### src/rtl/hilo_div_ctrl_pkg.sv
// hilo_div_ctrl_pkg
// Shared definitions for the HI/LO divide controller:
//   - stateT     : 2-bit FSM state encoding (IDLE, RUN, FIX, DONE)
//   - DATA_W     : operand / result width
//   - DIV_CYCLES : number of restoring shift-subtract steps per divide
//   - magnitude  : absolute value helper for signed operands
package hilo_div_ctrl_pkg;

   localparam int DATA_W     = 32;
   localparam int DIV_CYCLES = 32;

   typedef enum logic [1:0] {
      IDLE = 2'd0,
      RUN  = 2'd1,
      FIX  = 2'd2,
      DONE = 2'd3
   } stateT;

   // Returns the unsigned magnitude of v. For a signed operand the most
   // negative value 32'h80000000 maps to itself, which read as unsigned is
   // exactly 2^31, so no overflow case needs special handling.
   function automatic logic [DATA_W-1:0] magnitude(input logic [DATA_W-1:0] v,
                                                   input logic              isSigned);
      return (isSigned && v[DATA_W-1]) ? (~v + 1'b1) : v;
   endfunction

endpackage

### src/rtl/hilo_div_ctrl_div_step.sv
// div_step
// One combinational restoring-division step.
// Ports:
//   remIn     : partial remainder before this step (DATA_W+1 bits)
//   bitIn     : next dividend bit, MSB first
//   divisorIn : divisor magnitude
//   remOut    : partial remainder after this step
//   qBit      : quotient bit produced by this step
module div_step
   import hilo_div_ctrl_pkg::*;
(
   input  logic [DATA_W:0]   remIn,
   input  logic              bitIn,
   input  logic [DATA_W-1:0] divisorIn,
   output logic [DATA_W:0]   remOut,
   output logic              qBit
);

   logic [DATA_W:0] shifted;
   logic [DATA_W:0] diff;

   // Shift the next dividend bit into the remainder, then subtract the
   // divisor if it fits. A set top bit of remIn means the shifted value is
   // at least 2^(DATA_W+1), which always exceeds the divisor; the modulo
   // subtraction below still yields the right remainder in that case.
   always_comb begin
      shifted = {remIn[DATA_W-1:0], bitIn};
      diff    = shifted - {1'b0, divisorIn};
      qBit    = remIn[DATA_W] | (shifted >= {1'b0, divisorIn});
      remOut  = qBit ? diff : shifted;
   end

endmodule

### src/rtl/hilo_div_ctrl.sv
// hilo_div_ctrl
// Multi-cycle DIV/DIVU controller writing the HI (remainder) and LO
// (quotient) registers. One restoring step per cycle, 32 steps, then a
// sign-fixup cycle and a one-cycle done/hiloW pulse.
// Ports:
//   clk, rst            : clock, asynchronous active-high reset
//   start               : divide request, honoured only in IDLE
//   signedOp            : 1 = signed (DIV), 0 = unsigned (DIVU)
//   dividend, divisor   : rs / rt operands, captured when start is accepted
//   busy                : high whenever the FSM is not IDLE
//   done, hiloW         : one-cycle result-valid / HI-LO write strobe
//   hi, lo              : remainder / quotient of the last operation
//   divByZero           : set when the last operation had a zero divisor
module hilo_div_ctrl
   import hilo_div_ctrl_pkg::*;
(
   input  logic              clk,
   input  logic              rst,
   input  logic              start,
   input  logic              signedOp,
   input  logic [DATA_W-1:0] dividend,
   input  logic [DATA_W-1:0] divisor,
   output logic              busy,
   output logic              done,
   output logic              hiloW,
   output logic [DATA_W-1:0] hi,
   output logic [DATA_W-1:0] lo,
   output logic              divByZero
);

   localparam logic [5:0] LAST_STEP = 6'(DIV_CYCLES - 1);

   stateT             state_q;
   logic              busy_q;
   logic              done_q;
   logic              dbz_q;
   logic [DATA_W-1:0] hi_q;
   logic [DATA_W-1:0] lo_q;
   logic [DATA_W:0]   rem_q;
   logic [DATA_W-1:0] dvd_q;
   logic [DATA_W-1:0] dvs_q;
   logic [5:0]        cnt_q;
   logic              signed_q;
   logic              dvdSign_q;
   logic              dvsSign_q;

   logic [DATA_W:0]   rem_d;
   logic              qBit_d;

   // The dividend register doubles as the quotient register: each step
   // consumes its MSB and shifts the new quotient bit in at the LSB, so
   // after the last step it holds the unsigned quotient.
   div_step uStep (
      .remIn     (rem_q),
      .bitIn     (dvd_q[DATA_W-1]),
      .divisorIn (dvs_q),
      .remOut    (rem_d),
      .qBit      (qBit_d)
   );

   // Whole controller as one registered FSM. busy and done are registered
   // alongside the state so they come straight from flops. hi/lo only move
   // in FIX or on the zero-divisor shortcut, so they keep the last result
   // throughout a following divide.
   always_ff @(posedge clk or posedge rst) begin
      if (rst) begin
         state_q   <= IDLE;
         busy_q    <= 1'b0;
         done_q    <= 1'b0;
         dbz_q     <= 1'b0;
         hi_q      <= '0;
         lo_q      <= '0;
         rem_q     <= '0;
         dvd_q     <= '0;
         dvs_q     <= '0;
         cnt_q     <= '0;
         signed_q  <= 1'b0;
         dvdSign_q <= 1'b0;
         dvsSign_q <= 1'b0;
      end else begin
         case (state_q)
            IDLE: begin
               if (start) begin
                  busy_q <= 1'b1;
                  if (divisor == '0) begin
                     dbz_q   <= 1'b1;
                     lo_q    <= '1;
                     hi_q    <= dividend;
                     done_q  <= 1'b1;
                     state_q <= DONE;
                  end else begin
                     dbz_q     <= 1'b0;
                     dvd_q     <= magnitude(dividend, signedOp);
                     dvs_q     <= magnitude(divisor, signedOp);
                     rem_q     <= '0;
                     cnt_q     <= '0;
                     signed_q  <= signedOp;
                     dvdSign_q <= dividend[DATA_W-1];
                     dvsSign_q <= divisor[DATA_W-1];
                     state_q   <= RUN;
                  end
               end
            end
            RUN: begin
               rem_q <= rem_d;
               dvd_q <= {dvd_q[DATA_W-2:0], qBit_d};
               cnt_q <= cnt_q + 6'd1;
               if (cnt_q == LAST_STEP) begin
                  state_q <= FIX;
               end
            end
            FIX: begin
               // Quotient is negative when the signs differ; the remainder
               // follows the dividend's sign, as DIV requires.
               lo_q    <= (signed_q && (dvdSign_q ^ dvsSign_q)) ? (~dvd_q + 1'b1) : dvd_q;
               hi_q    <= (signed_q && dvdSign_q) ? (~rem_q[DATA_W-1:0] + 1'b1)
                                                  : rem_q[DATA_W-1:0];
               done_q  <= 1'b1;
               state_q <= DONE;
            end
            DONE: begin
               done_q  <= 1'b0;
               busy_q  <= 1'b0;
               state_q <= IDLE;
            end
            default: begin
               state_q <= IDLE;
            end
         endcase
      end
   end

   assign busy      = busy_q;
   assign done      = done_q;
   assign hiloW     = done_q;
   assign hi        = hi_q;
   assign lo        = lo_q;
   assign divByZero = dbz_q;

endmodule

### config.mk
export PLATFORM = sky130hd
export DESIGN_NAME = hilo_div_ctrl
export DESIGN_NICKNAME = d
export VERILOG_FILES = /design/src/rtl/hilo_div_ctrl_pkg.sv /design/src/rtl/hilo_div_ctrl_div_step.sv /design/src/rtl/hilo_div_ctrl.sv
export SDC_FILE = /design/constraint.sdc
export NUM_CORES = 1
export LEC_CHECK = 0
export CAP_MARGIN = 10
export CORE_UTILIZATION = 50
export DETAILED_ROUTE_END_ITERATION = 10
export GPL_ROUTABILITY_DRIVEN = 0
export GPL_TIMING_DRIVEN = 0
export HOLD_SLACK_MARGIN = 0.02
export PLACE_DENSITY = 0.78
export SYNTH_ARGS = -nofsm -noshare
export SYNTH_HDL_FRONTEND = slang
export SYNTH_HIERARCHICAL = 1
export SYNTH_SLANG_ARGS = --single-unit
### constraint.sdc
create_clock -name clk -period 13.2 [get_ports clk]
set_clock_uncertainty 0.05 [all_clocks]
set_input_delay 2.64 -clock clk [delete_from_list [all_inputs] [get_ports clk]]
set_output_delay 2.64 -clock clk [all_outputs]
set_load 0.1 [all_outputs]
Word level (Yosys, flattened, before mapping)

Cells that the tools add are included.

Add/subtract/negate cells: 6
$lt $le $gt $ge: 1
Equality and inequality tests: 8
Mux-type cells: 30
Bitwise logic cells: 7
Reductions and logical operators: 17

Operators by type and width:

| operator                | number |
|---|---|
| $mux W32                | 10 |
| $pmux W32 S2            | 3 |
| $add A32 B1 Y32 const B | 4 |
| $not A32 Y32            | 4 |
| $mux W33                | 3 |
| $pmux W33 S2            | 1 |
| $ge A33 B32 Y1          | 1 |
| $sub A33 B32 Y33        | 1 |
| $logic_not A32 Y1       | 1 |
| $mux W6                 | 2 |
| $pmux W6 S2             | 1 |
| $reduce_and A3 Y1       | 4 |
| $ne A2 B2 Y1 const B    | 4 |
| $pmux W2 S4             | 1 |
| $add A6 B1 Y6 const B   | 1 |
| $eq A6 B5 Y1 const B    | 1 |
| $mux W2                 | 3 |
| $reduce_and A2 Y1       | 3 |
| $reduce_bool A2 Y1      | 3 |
| $eq A2 B2 Y1 const B    | 2 |
| $logic_and A1 B1 Y1     | 4 |
| $mux W1                 | 4 |
| $pmux W1 S3             | 1 |
| $reduce_bool A3 Y1      | 1 |
| 6 further kinds         | 6 |

Bits in registers: 175
Input bits: 68
Word-level logic and storage cells: 82

Logic depth before layout (Yosys ltp)

Depth after elaboration: 6
Depth in mapped cells: 16

Modules after synthesis

Netlist, hierarchy kept.

Modules (own cells, without submodules):

| module        | instances | cells an instance | area an instance (µm²) | seq. area each (µm²) |
|---|---|---|---|---|
| hilo_div_ctrl | 1         | 1,175             | 10,124.7               | 4,379.2 |
| div_step      | 1         | 336               | 2,249.7                | 0.0 |

Worst setup path after synthesis

OpenSTA, ideal clock, no wires.

Path kind: input to register
From: in divisor[0]
To: reg hi_q[20], in the netlist hi[20]
Setup time: 0.129 ns
Arrival: 4.451 ns
Data required time: 13.021 ns
Setup slack: 8.570 ns
Stages on the path: 10
Path buffers: 2
Cells stage by stage: inv_1 -> ha_1 -> nor3b_1 -> nand2_1 -> or4_1 -> o21a_1 -> buf_2 -> buf_2 -> nand2_1 -> o21ai_1

Word-level cells in the longest chain between the ends: 3

RTL lines:

| element                     | line                 | source |
|---|---|---|
| from (decl)                 | hilo_div_ctrl.sv:22  | `input logic [DATA_W-1:0] divisor,` |
| $logic_not A32 Y1           | hilo_div_ctrl.sv:85  | `if (divisor == '0) begin` |
| $ne A2 B2 Y1 (no line)      | --                   |  |
| $reduce_and A3 Y1 (no line) | --                   |  |
| to (signal assigned)        | hilo_div_ctrl.sv:88  | `hi_q <= dividend;` |
| to (signal assigned)        | hilo_div_ctrl.sv:116 | `hi_q <= (signed_q && dvdSign_q) ? (~rem_q[DATA_W-1:0] + 1'b1)` |
| to (decl)                   | hilo_div_ctrl.sv:37  | `logic [DATA_W-1:0] hi_q;` |

Every way passes these cells.
A chain may end at the register's enable or synchronous reset.

Worst setup path after layout

From: in divisor[0]
To: reg lo_q[7], in the netlist lo[7]

Word-level cells in the longest chain between the ends: 3

RTL lines:

| element                     | line                 | source |
|---|---|---|
| $logic_not A32 Y1           | hilo_div_ctrl.sv:85  |  |
| $ne A2 B2 Y1 (no line)      | --                   |  |
| $reduce_and A3 Y1 (no line) | --                   |  |
| to (signal assigned)        | hilo_div_ctrl.sv:115 | `lo_q <= (signed_q && (dvdSign_q ^ dvsSign_q)) ? (~dvd_q + 1'b1) : dvd_q;` |
| to (decl)                   | hilo_div_ctrl.sv:38  | `logic [DATA_W-1:0] lo_q;` |

Every way passes these cells.

==> reports/results.txt <==
Run status: completed
Synth area leaders: dfrtp_1 (35%), nand2_1 (6.9%), xor2_1 (5.4%)
Die area: 25400 um2
DR pass1 iterations: 5
DR iter-0 viols: 1005
First-pass GRT wire length: 57.9 mm
Core region area: 24300 um2
Share of layout cells above drive strength 1: 7.15%
Placed instance count: 1971
Synth top area share: 35.4%
Setup tns final: 0 ns
Part of the Yosys area used for sequential elements: 35.4%
Most common cell after layout, fill and taps aside: nand2_1
Hold endpoint: rem_q[32]$_DFFE_PP0P_
Tcrit/Tclk final: 44.6%
Critical path peak fanout: 10
Post-Syn Area: 12400 um2
Post-synthesis net count: 1621
Leakage power: 6.51 nW
Fin crit period: 5.88 ns
Final setup viols: 0
Worst setup EP type: flop
DRC: 0
Required @ worst endpoint: 13.47 ns
Horiz. Die Dim: 159 um
Crit start category: input port
Total number of vias: 11800
Initial core utilization: 50.9%
CTS buffer count: 17
Final WL: 35.9 mm
RSZ-0062 raised after global routing: no
Buffers on Ports: 135
Cells after Synth: 1511
DP HPWL: 27.8 mm
Number of global-route vias before repair: 11400
Dominant synthesized flop cell: dfrtp_1
Max Freq: 170 MHz
Max Cap Viol: 0
Vias per cell: 5.89
Fin. Hold Viols: 0
Post-Syn Area per Cell: 8.19 um2
FF-to-FF setup slack: 9.57 ns
Critical Path AT: 6.15 ns
Site Rows: 57
Initial antenna violation count: 0
Hold WC Path Type: flop to flop
Sequential power share: 24.7%
Root Driver: clkbuf_16
Commonest non-fill, non-tap cells in the layout: nand2_1 (226), dfrtp_1 (175), clkdlybuf4s50_1 (135)
Yosys warns: 6
Hold Startpoint: rem_q[32]$_DFFE_PP0P_
Ant diodes: 0
Largest net degree at the start of global routing: 110
Top cell type by total area after synthesis: dfrtp_1
# nets final: 1776
Netlist cell types: 79
Net Switching: 1.94 mW
Post CTS Setup Buffer Count: 0
RR Startpoint: rem_q[12]$_DFFE_PP0P_
Gr ovfl total: 0
Worst hold slack: 0.426 ns
Gr usage total: 28.7%
CTS tree: done
CTS H-tree lvls: 4
Synth async-reset ratio: 100%
WL/cell: 17.9 um
CTS clock-pin slew for the worst setup and hold paths: 0.07 ns
Longest Clk Path Bufs: 2
Clock power frac: 15.2%
Post-synth EDFFs: 0
Max-slew violation count: 0
Layout area overhead: 19.6%
Pint: 1.70 mW
Finished Layout Cells: 2003
Worst Max-Slew Pin Slew: 1.17 ns
FF-to-FF End: rem_q[15]$_DFFE_PP0P_
Combinational share of power: 60.2%
Sw frac: 53.3%
Die H: 159 um
R2R cell count: 15
PwrDens: 245 nW/um2
Hold Path Stages: 2
Cts repair resizes: 0
Post-route ant nets: 0
Max_slew headroom: 21.5%
Clk_lat worst skew: 0.44 ns
WS Path Type: input port to flop
Number of placed I/O pins: 136
Clock sink count: 175
Fillcell total: 2128
CTS Hold Bufs: 0
Yosys reg bits: 175
Worst IR Drop VDD: 0.185 mV
-- logic make-up (layout without fill, tap and decap cells) --
group / after synthesis / in the layout / share of synthesized area (%)
AO/OA/AOI/OAI: 416 / 416 / 20.4
AND/OR/NAND/NOR: 537 / 537 / 20.5
XOR/XNOR: 145 / 145 / 10.3
buffers and inverters: 154 / 322 / 5.60
multiplexers: 42 / 42 / 3.56
adder cells (fa/ha/maj): 42 / 42 / 4.31
flip-flops: 175 / 175 / 35.4
-- cells in the mapped netlist, types with 10 or more instances --
cell type / number
dfrtp_1: 175
clkbuf_1: 42
inv_1: 63
o21ai_0: 82
nand3_1: 50
mux2i_1: 35
nor3_1: 27
xor2_1: 77
o31ai_1: 18
or4_1: 13
xnor2_1: 68
a21o_1: 20
nor2_1: 119
a31oi_1: 44
o21ai_1: 68
nand2_1: 226
nor4_1: 20
a21oi_1: 115
buf_2: 26
o21ai_2: 10
ha_1: 41
-- worst max-delay path by stage --
stage | from | to | slack [ns] | cells past startpoint
floorplan | rst | busy$_DFFE_PP0P_ | 5.76 | 1
global placement | rst | dvs_q[29]$_DFFE_PP0P_ | 3.66 | 2
detailed placement | divisor[0] | lo[7]$_DFFE_PP0P_ | 6.90 | 10
CTS | divisor[0] | lo[7]$_DFFE_PP0P_ | 7.36 | 10
global route | divisor[1] | lo[4]$_DFFE_PP0P_ | 7.19 | 10
finish | divisor[0] | lo[7]$_DFFE_PP0P_ | 7.32 | 10
-- state kept, by name, indices dropped and copies added (netlist names) --
signal     count
hi            32
lo            32
done           1
dvdSign_q      1
dvsSign_q      1
signed_q       1
rem_q         33
busy           1
cnt_q          6
dvd_q         32
state_q        2
dvs_q         32
divByZero      1
-- metal layers --
metal	GRT usage, %	wire length [um]	vias up
li1	-	-	5635
met1	34.0	14200	5463
met2	49.4	17400	574
met3	3.99	2360	132
met4	17.5	1910	0
met5	0	0	-
-- area by class of cell --
class / count / area (um2) / area share, %
Clock buffer: 17 / 425 / 2.88
Sequential cell: 175 / 4380 / 29.6
Inverter: 65 / 256 / 1.73
Timing Repair Buffer: 136 / 1380 / 9.32
Tap cell: 324 / 405 / 2.74
Clock inverter: 15 / 205 / 1.39
Buffer: 89 / 444 / 3.00
Multi-Input combinational cell: 1182 / 7300 / 49.3
-- power by group through the flow --
stage	logic, mW	clock network (mW)	registers (mW)
finish	2.18	0.551	0.896
detailed placement	2.15	0	0.903
floorplan	1.05	0	1.44
CTS	2.16	0.553	0.893
global route	2.33	0.573	0.919
global placement	2.12	0	0.894
-- critical path, cell delays in order --
cell and delay, ns:
clkdlybuf4s50_1 0.45, inv_1 0.11, ha_1 0.17, nor3b_1 0.44, nand4_1 0.37, o31ai_1 1.06, and2_1 0.25, clkbuf_1 0.28
buf_2 0.27, a21oi_1 0.09
-- metrics by stage --
step                      power (mW)  setup slack [ns]  utilization, %  cell area, um2
final                           3.63              7.32            60.8           14800
after global routing            3.82              7.19            60.8           14800
after CTS                       3.61              7.36            60.8           14800
after detailed placement        3.05              6.90            58.2           14200
after global placement          3.01              3.66            58.1           14100
after floorplan                 2.49              5.76               -           12400
Note: power is estimated with default switching activity, not from simulation.
